===== src/rtl/mult_share_pkg.sv =====
// Shared types and helpers for the shared shift-and-add multiplier arbiter.
package mult_share_pkg;

  localparam int DEF_WIDTH = 8;
  localparam int DEF_NREQ  = 4;
  localparam int MAX_NREQ  = 16;

  typedef enum logic [1:0] {IDLE, BUSY, RESP} state_t;

  // First valid index at or after ptr, wrapping modulo n; returns ptr when nothing is valid.
  function automatic logic [3:0] rr_pick(input logic [MAX_NREQ-1:0] valid,
                                         input logic [3:0]          ptr,
                                         input int                  n);
    int idx;
    rr_pick = ptr;
    for (int k = MAX_NREQ - 1; k >= 0; k--) begin
      if (k < n) begin
        idx = (int'(ptr) + k) % n;
        if (valid[idx[3:0]]) rr_pick = idx[3:0];
      end
    end
  endfunction

endpackage


===== src/rtl/mult_iter_core.sv =====
// Iterative shift-and-add datapath: one multiplier bit per step.
// MULT_SHARE_ARB_EARLY_EXIT_EN: finish as soon as no multiplier bits remain.
module mult_iter_core
  import mult_share_pkg::*;
#(
  parameter int WIDTH = DEF_WIDTH
) (
  input  logic               clk,
  input  logic               rst,
  input  logic               load,
  input  logic               step,
  input  logic [WIDTH-1:0]   a,
  input  logic [WIDTH-1:0]   b,
  output logic [2*WIDTH-1:0] acc_next,
  output logic               done
);

  localparam int CW = $clog2(WIDTH + 1);

  logic [2*WIDTH-1:0] mcand, acc;
  logic [WIDTH-1:0]   mplr, mplr_next;
  logic [CW-1:0]      count;

  assign mplr_next = mplr >> 1;
  assign acc_next  = mplr[0] ? acc + mcand : acc;

`ifdef MULT_SHARE_ARB_EARLY_EXIT_EN
  assign done = (count == CW'(1)) || (mplr_next == '0);
`else
  assign done = (count == CW'(1));
`endif

  always_ff @(posedge clk or posedge rst) begin
    if (rst) begin
      mcand <= '0;
      mplr  <= '0;
      acc   <= '0;
      count <= '0;
    end else if (load) begin
      mcand <= {{WIDTH{1'b0}}, a};
      mplr  <= b;
      acc   <= '0;
      count <= CW'(WIDTH);
    end else if (step) begin
      acc   <= acc_next;
      mcand <= mcand << 1;
      mplr  <= mplr_next;
      count <= count - CW'(1);
    end
  end

endmodule


===== src/rtl/mult_share_arb.sv =====
// Round-robin arbiter sharing one iterative multiplier among NREQ requesters.
// MULT_SHARE_ARB_EARLY_EXIT_EN (in mult_iter_core) shortens latency for small multipliers.
module mult_share_arb
  import mult_share_pkg::*;
#(
  parameter  int WIDTH = DEF_WIDTH,
  parameter  int NREQ  = DEF_NREQ,
  localparam int IDW   = $clog2(NREQ)
) (
  input  logic                       clk,
  input  logic                       rst,
  input  logic [NREQ-1:0]            req_valid,
  output logic [NREQ-1:0]            req_ready,
  input  logic [NREQ-1:0][WIDTH-1:0] req_a,
  input  logic [NREQ-1:0][WIDTH-1:0] req_b,
  output logic                       rsp_valid,
  input  logic                       rsp_ready,
  output logic [IDW-1:0]             rsp_id,
  output logic [2*WIDTH-1:0]         rsp_product,
  output logic                       busy
);

  state_t             state, state_nxt;
  logic [IDW-1:0]     rr_ptr, id, grant;
  logic               any_valid, load, step, done;
  logic [2*WIDTH-1:0] acc_next;

  assign grant     = IDW'(rr_pick(MAX_NREQ'(req_valid), 4'(rr_ptr), NREQ));
  assign any_valid = |req_valid;
  assign busy      = (state != IDLE);

  mult_iter_core #(.WIDTH(WIDTH)) u_core (
    .clk      (clk),
    .rst      (rst),
    .load     (load),
    .step     (step),
    .a        (req_a[grant]),
    .b        (req_b[grant]),
    .acc_next (acc_next),
    .done     (done)
  );

  always_comb begin
    state_nxt = state;
    req_ready = '0;
    load      = 1'b0;
    step      = 1'b0;
    rsp_valid = 1'b0;
    case (state)
      IDLE: if (any_valid) begin
        req_ready[grant] = 1'b1;
        load             = 1'b1;
        state_nxt        = BUSY;
      end
      BUSY: begin
        step = 1'b1;
        if (done) state_nxt = RESP;
      end
      RESP: begin
        rsp_valid = 1'b1;
        if (rsp_ready) state_nxt = IDLE;
      end
      default: state_nxt = IDLE;
    endcase
  end

  // Result is latched on the final step so it stays put while the core reloads.
  always_ff @(posedge clk or posedge rst) begin
    if (rst) begin
      state       <= IDLE;
      rr_ptr      <= '0;
      id          <= '0;
      rsp_id      <= '0;
      rsp_product <= '0;
    end else begin
      state <= state_nxt;
      if (load) begin
        id     <= grant;
        rr_ptr <= (int'(grant) == NREQ - 1) ? '0 : grant + IDW'(1);
      end
      if (step && done) begin
        rsp_product <= acc_next;
        rsp_id      <= id;
      end
    end
  end

endmodule


===== config.mk =====
export PLATFORM = sky130hd
export DESIGN_NAME = mult_share_arb
export DESIGN_NICKNAME = d
export VERILOG_FILES = /design/src/rtl/mult_share_pkg.sv /design/src/rtl/mult_iter_core.sv /design/src/rtl/mult_share_arb.sv
export SDC_FILE = /design/constraint.sdc
export NUM_CORES = 1
export LEC_CHECK = 0
export CORE_MARGIN = 3
export CORE_UTILIZATION = 40
export CTS_CLUSTER_SIZE = 30
export DETAILED_ROUTE_END_ITERATION = 8
export PLACE_DENSITY = 0.66
export SLEW_MARGIN = 0
export SYNTH_ARGS = -nofsm -noshare
export SYNTH_HDL_FRONTEND = slang
export SYNTH_SLANG_ARGS = --single-unit

===== constraint.sdc =====
create_clock -name clk -period 2.65 [get_ports clk]
set_clock_uncertainty 0.1 [all_clocks]
set_input_delay 0.795 -clock clk [delete_from_list [all_inputs] [get_ports clk]]
set_output_delay 0.795 -clock clk [all_outputs]
set_load 0.01 [all_outputs]

==> summary.md, run 1 <==
| Metric | Value |
|---|---|
| Synth Area in Simple Gates | `15.68%` |
| Post-Syn Area | `4205 um2` |
| Drt via density | `5.228` |
| Die Ht | `108.5 um` |
| Post-synthesis xor/xnor area fraction | `3.332%` |
| Req. time, crit path | `1.76 ns` |
| Worst path depth | `10` |
| Max cap viols | `0` |
| R2R depth | `9` |
| Initial antenna violation count | `0` |
| Most frequent CP cell | `buf_6` |
| # IOs | `95` |
| Sequential share of the synthesized area | `40.46%` |
| Multi-input gate area | `2416 um2` |
| Primary FF master, synth | `dfrtp_1` |
| Post-synth top cells | `79 x nand2_1, 68 x dfrtp_1, 36 x o21ai_1` |
| Layout cells sized above 1 | `13.86%` |
| Final Max Tran Viols | `0` |
| Share of the synthesized area in the top cell type | `40.46%` |
| Placer congestion estimate | `0.9063` |
| Fin util | `a little under three fifths` |
| Vias in the first global route | `between 3,000 and 4,000` |
| Port bufs | `94` |
| Pre-antenna DRT Iters | `4` |
| Worst setup margin | `-0.2664 ns` |
| Crit start category | `input pin` |
| Post-Syn Instances | `467` |
| Final Setup Violations | `4` |
| Pin count of the biggest net entering global routing | `69` |
| DIE AREA | `about 12,000 um2` |
| Most frequent cell after synthesis | `nand2_1` |
| Ranking of synthesized cells by area | `dfrtp_1 40%, nand2_1 7.1%, mux2i_1 6.7%` |
| Final min period | `2.916 ns` |
| Core ar. | `approximately 10000 um2` |
| CP Capture Type | `output port` |
| Routed WL | `10,550 um` |
| Vias | `between 3,000 and 4,000` |
| Worst Path Arrival | `2.02 ns` |
| Rel. slew slack | `53.01%` |
| Cells after DPL | `687` |
| Pleak | `about 2.6 nW` |
| VDD IR max | `451.1 uV` |
| Deepest clock path buffer count | `2` |
| Final Hold Fails | `0` |
| Total Nets Final | `665` |
| Status | `finished, violations left` |
| Worst-skew pair later-pin latency | `0.34 ns` |
| Filler cells | `910` |
| First-pass GRT wire length | `17,930 um` |
| Synth Register Bits | `68` |
| Cell taking the most area after synthesis | `dfrtp_1` |
| Number of diodes | `0` |
| Sink Count | `between 60 and 70` |
| Crit Path Category | `in -> out` |
| Delay-heaviest family, CP | `buffers and inverters` |
| Post-Layout Cell Count | `710` |
| Mux contribution to synthesized area | `10.41%` |
| RSZ-0062 raised after global routing | `true` |
| Compound-Gate Fraction of Synth Area | `18.89%` |
| Slew @ Worst Pin | `between 0.7 and 0.8 ns` |
| Fraction of registers with async set/reset | `100.0%` |
| Worst Hold Depth | `2` |
| Syn_area_per_cell | `roughly 9.0 um2` |
| Largest family of logic cells by synthesized area | `compound AO/OA/AOI/OAI gates` |
| WL/cell | `14.86 um` |
| Die Width | `108.5 um` |
| Clk root buf | `clkbuf_8` |
| CTS HTree Levels | `3` |
| Adder-cell area share of the yosys netlist | `around 6.7%` |
| Storage cell area | `1702 um2` |
| GRT Overall Usage | `18.91%` |
| Final ANT Viol Nets | `0` |
| DRC Markers | `0` |
| P&R area growth vs syn | `36.60%` |
| CP bufs+invs | `5` |
| Placed wire-length estimate | `7680 um` |
| DRT iter0 DRCs | `between 100 and 150` |
| Worst Path Max Fanout | `3` |
| Warning count from the yosys run | `0` |
| Slowest library cell on the worst path | `o211a_1` |
| Critical Path, Cell by Cell | `buf_6 -> buf_6 -> nor2b_4 -> a21oi_2 -> o211a_1 -> inv_2 -> buf_6 -> ha_4 -> and2_4 -> buf_6` |
| Pwr Density | `1195 nW/um2` |
| Unique masters post-synth | `51` |
| Post-Syn Nets | `560` |
| CTS buffer count | `9` |
| Clock transition at the registers of the reported paths | `~0.080 ns` |
| Failing checks | `setup timing` |
| CTS tree | `built` |
| Congestion Overflow GR | `0` |
| Max stage delay on crit path | `0.22 ns` |
| Final Cycle Share | `110.1%` |
| HP Class | `reg -> reg` |
| Number of synthesized flops with an enable pin | `0` |
| Cell Rows | `36` |
| Top achievable clock speed | `342.9 MHz` |
| Starting density of the core | `between 40% and 50%` |
-- worst reg2reg max path: cells and delay by family, from the launching register on --
kind            cells  cell delay [ns]
xor+xnor            1             0.12
compound gates      6             1.18
flops               1             0.40
fa+ha+maj           2             0.64
-- registers in the layout (all words and copies together) (netlist names) --
signal        flops
u_core.acc       16
u_core.mplr       8
rsp_product      16
state             2
rsp_id            2
id                2
rr_ptr            2
u_core.count      4
u_core.mcand     16
-- layout make-up --
type / count / share of cell area (%)
Clock buffer: 10 / 2.396
Multi-Input combinational cell: 358 / 42.06
Sequential cell: 68 / 29.62
Timing Repair Buffer: 126 / 21.24
Tap cell: 133 / 2.897
Inverter: 9 / 0.6752
Clock inverter: 6 / 1.111
-- cells in the final DEF, fill, tap and decap left out, types with 7 or more instances in the layout --
cell / synthesis / routed
clkdlybuf4s50_1: 0 / 86
nand2_1: 79 / 79
dfrtp_1: 68 / 68
o21ai_1: 36 / 36
mux2i_1: 28 / 28
nand3_1: 27 / 27
a21oi_1: 28 / 26
buf_4: 2 / 26
o21ai_0: 23 / 23
ha_1: 21 / 17
mux2_1: 13 / 13
o22ai_1: 12 / 12
clkbuf_8: 0 / 10
buf_6: 3 / 10
xnor2_1: 9 / 9
nor2_1: 9 / 8
xor2_1: 7 / 7
-- power by group --
part | internal, W | total [W] | switching (W) | leakage [nW]
combinational | 0.00189 | 0.00410 | 0.00222 | 1.63
sequential | 0.00153 | 0.00189 | 0.000364 | 0.850
clock | 0.000458 | 0.000871 | 0.000412 | 0.0983
total | 0.00387 | 0.00687 | 0.00299 | 2.58
-- per-stage QoR --
step	setup WS, ns	power, W	instance area, um2	setup TNS [ns]	hold slack, ns
after floorplan	-0.1226	0.004743	4298	-0.4835	0.3386
after global placement	-1.146	0.005765	5434	-12.37	0.3511
after detailed placement	-1.192	0.005898	5434	-13.16	0.3607
after CTS	-0.2818	0.006895	5733	-0.9862	0.3812
after global routing	-0.3293	0.007526	5744	-1.215	0.3920
final	-0.2664	0.006865	5744	-0.9941	0.3744
-- metal layers --
layer,vias up,GRT usage (%),wire length [um]
met1,1747,24.48,4651
met4,0,5.681,166
met5,-,0,0
met2,84,32.57,5352
li1,1866,-,-
met3,15,2.925,376
-- cells by family (layout without fill, tap and decap cells) --
family,after synthesis,after routing
buffers and inverters,41,151
and+or+nand+nor,144,144
DFF,68,68
muxes,42,42
AOI/OAI and AO/OA,134,134
adders and majority gates,22,22
xor gates and xnor gates,16,16
-- path summary, 6_finish.rpt --
check | startpoint | to | slack [ns]
max reg2reg | u_core.acc[0] | rsp_product[14] | 0.11
max in group asynchronous | rst | u_core.acc[10] | 1.41
min reg2reg | id[0] | rsp_id[0] | 0.37
max | req_valid[0] | req_ready[0] | -0.27
min | id[0] | rsp_id[0] | 0.37
min in group asynchronous | rst | u_core.acc[8] | 0.74
-- timing repair --
| item | 4_1_cts | 5_1_grt |
|---|---|---|
| buffers inserted | 7 | 0 |
| setup endpoints to repair | 19 | 15 |
| gates resized for setup | 50 | 2 |
| cloned | 0 | 0 |
| hold buffers | 0 | 0 |
| pin swaps | 8 | 3 |
Note: power is estimated with default switching activity, not from simulation.
==> inputs of run 2 (changes only) <==
- GPL_TIMING_DRIVEN: default -> 0
==> run 2 against run 1 <==
  * The run still ends with setup timing left
  * Die area unchanged
  * Wire length increased by 9.4%
  * Critical path depth fell by 2
  * Sequential share of layout area fell by 0.29 points
  * Via count up 4.3%
  * Global-route usage up 1.1 points
  * Design area increased by 0.98%
  * Worst setup slack got worse by 0.074 ns
  * Sequential power is essentially flat
==> summary.md, run 2 (synthesis gave the netlist of run 1 again) <==
| Metric | Value |
|---|---|
| Pwr Density | `1250 nW/um2 (was 1195 nW/um2)` |
| Routed WL | `11,540 um (was 10,550 um)` |
| Pre-antenna DRT Iters | `4 (unchanged)` |
| Drt via density | `5.391 (was 5.228)` |
| Die Width | `108.5 um (unchanged)` |
| Final Max Tran Viols | `0 (unchanged)` |
| Worst-skew pair later-pin latency | `0.35 ns (was 0.34 ns)` |
| Slew @ Worst Pin | `0.8624 ns (was 0.7032 ns)` |
| Max cap viols | `0 (unchanged)` |
| First-pass GRT wire length | `18,740 um (was 17,930 um)` |
| HP Class | `reg -> reg (unchanged)` |
| Starting density of the core | `42.05% (unchanged)` |
| Crit start category | `input pin (unchanged)` |
| CP Capture Type | `output port (unchanged)` |
| # IOs | `95 (unchanged)` |
| Die Ht | `108.5 um (unchanged)` |
| Number of diodes | `0 (unchanged)` |
| Placer congestion estimate | `0.8747 (was 0.9063)` |
| Critical Path, Cell by Cell | `buf_8 -> nor2b_4 -> a221o_1 -> o22a_2 -> clkbuf_16 -> ha_4 -> and2_4 -> buf_6 (was buf_6 -> buf_6 -> nor2b_4 -> a21oi_2 -> o211a_1 -> inv_2 -> buf_6 -> ha_4 -> and2_4 -> buf_6)` |
| DRT iter0 DRCs | `224 (was 141)` |
| Core ar. | `10000 um2 (unchanged)` |
| Top achievable clock speed | `334.4 MHz (was 342.9 MHz)` |
| VDD IR max | `450.3 uV (was 451.1 uV)` |
| Cell Rows | `36 (unchanged)` |
| Total Nets Final | `673 (was 665)` |
| Sink Count | `68 (unchanged)` |
| Most common cell after layout, fill and taps aside | `clkdlybuf4s50_1 (unchanged)` |
| Pin count of the biggest net entering global routing | `69 (unchanged)` |
| Failing checks | `setup timing (unchanged)` |
| Max stage delay on crit path | `0.27 ns (was 0.22 ns)` |
| DIE AREA | `11,780 um2 (unchanged)` |
| Most frequent cells in the layout | `86 x clkdlybuf4s50_1, 79 x nand2_1, 68 x dfrtp_1, 36 x o21ai_1, 28 x mux2i_1 (unchanged)` |
| Cts hold-fix bufs | `0 (unchanged)` |
| Slowest library cell on the worst path | `o22a_2 (was o211a_1)` |
| Biggest registers after layout | `rsp_product (16), u_core.acc (16), u_core.mcand (16) (unchanged)` |
| Status | `finished, violations left (unchanged)` |
| Deepest clock path buffer count | `2 (unchanged)` |
| Congestion Overflow GR | `0 (unchanged)` |
| Crit Path Category | `in -> out (unchanged)` |
| P&R area growth vs syn | `37.94% (was 36.60%)` |
| RSZ-0062 raised after global routing | `true (unchanged)` |
| Power Total | `0.007251 W (was 0.006865 W)` |
| GRT Overall Usage | `20.04% (was 18.91%)` |
| Pleak | `2.574 nW (was 2.578 nW)` |
| Worst Path Max Fanout | `4 (was 3)` |
| Req. time, crit path | `1.76 ns (about the same)` |
| DRC Markers | `0 (unchanged)` |
| CTS HTree Levels | `3 (unchanged)` |
| Clk root buf | `clkbuf_8 (unchanged)` |
| Vias in the first global route | `3,840 (was 3,821)` |
| Final Cycle Share | `112.8% (was 110.1%)` |
| Final Hold Fails | `0 (unchanged)` |
| Final min period | `2.990 ns (was 2.916 ns)` |
| Port bufs | `94 (unchanged)` |
| Worst Path Arrival | `2.10 ns (was 2.02 ns)` |
| Final Setup Violations | `4 (unchanged)` |
| Placed wire-length estimate | `8553 um (was 7680 um)` |
| Clock transition at the registers of the reported paths | `0.08 ns (about the same)` |
| CTS tree | `built (unchanged)` |
| Initial antenna violation count | `0 (unchanged)` |
| Layout cells sized above 1 | `11.11% (was 13.86%)` |
| WL/cell | `16.07 um (was 14.86 um)` |
| Final ANT Viol Nets | `0 (unchanged)` |
| Vias | `3,871 (was 3,712)` |
| Fin util | `58.01% (was 57.44%)` |
| Rel. slew slack | `42.51% (was 53.01%)` |
| CTS buffer count | `9 (unchanged)` |
| Worst setup margin | `-0.3400 ns (was -0.2664 ns)` |
==> run 2: changes by cell type in the layout (fill, tap and decap cells not counted), sizes merged <==
cell      change
clkbuf       +23
clkinvlp      -1
inv           +1
clkinv        -3
buf          -14
bufinv        +2
==> run 2: layer usage <==
metal  GRT usage (%)  routed length, um  up-vias
met4           5.230                132        0
met3           3.403                516       15
li1                -                  -     1881
met5               0                  0        -
met2           33.76               5631       98
met1           26.72               5258     1877
==> run 2: critical path: cells and delay by family <==
family                   cells  cell delay [ns]
AO/OA/AOI/OAI                2             0.52
adder cells (fa/ha/maj)      1             0.14
buffers and inverters        3             0.38
AND/OR/NAND/NOR              2             0.25
==> run 2: path summary, 6_finish.rpt <==
| kind | from | endpoint | slack [ns] | cells past startpoint |
|---|---|---|---|---|
| worst max-delay path | req_valid[2] | req_ready[3] | -0.34 | 8 |
| worst min-delay path | rsp_id[0] | rsp_id[0] | 0.38 | 2 |
| worst max register to register | u_core.mcand[0] | rsp_product[14] | 0.13 | 9 |
| worst min register to register | rsp_id[0] | rsp_id[0] | 0.38 | 2 |
| max in group asynchronous | rst | u_core.mplr[0] | 1.01 | 2 |
| min in group asynchronous | rst | rsp_product[1] | 0.86 | 2 |
==> run 2: final cells by class <==
class,instances,area (um2)
sequential,68,1702
inverter,9,46.29
fill,919,4199
clock inverter,5,106.4
clock buffer,11,151.4
multi-input combinational,358,2412
timing repair buffer,102,1013
buffer,32,202.7
tap,133,166.4
==> run 2: where the power goes <==
part           total (W)  switching [W]  leakage (nW)  internal [W]
Clock            0.00111       0.000425         0.126      0.000680
Combinational    0.00425        0.00235          1.60       0.00190
Sequential       0.00189       0.000366         0.850       0.00153
Total            0.00725        0.00314          2.57       0.00411
==> run 2: through the flow <==
| stage | worst slack (ns) | std cells | hold WS (ns) | instance area, um2 | setup TNS [ns] |
|---|---|---|---|---|---|
| 5_1_grt | -0.3711 | 718 | 0.4067 | 5801 | -1.477 |
| 4_1_cts | -0.3340 | 717 | 0.3850 | 5766 | -1.306 |
| 3_5_place_dp | -1.341 | 694 | 0.3646 | 5408 | -10.65 |
| 3_3_place_gp | -1.325 | 694 | 0.3507 | 5405 | -83.11 |
| 2_1_floorplan | -0.1226 | 467 | 0.3386 | 4298 | -0.4835 |
| 6_report | -0.3400 | 718 | 0.3765 | 5801 | -1.326 |
==> run 2: timing repair <==
action,4_1_cts,5_1_grt
resized for setup,51,5
setup endpoints to repair,10,8
buffers inserted,7,1
cloned,0,0
pin swaps,1,3
==> inputs of run 3 (changes only) <==
- ABC_CLOCK_PERIOD_IN_PS: default -> 2650
- CTS_CLUSTER_SIZE: 30 -> 28
==> results of run 3 <==
Same layout as run 2: the final DEF is identical, and so are final timing and power.
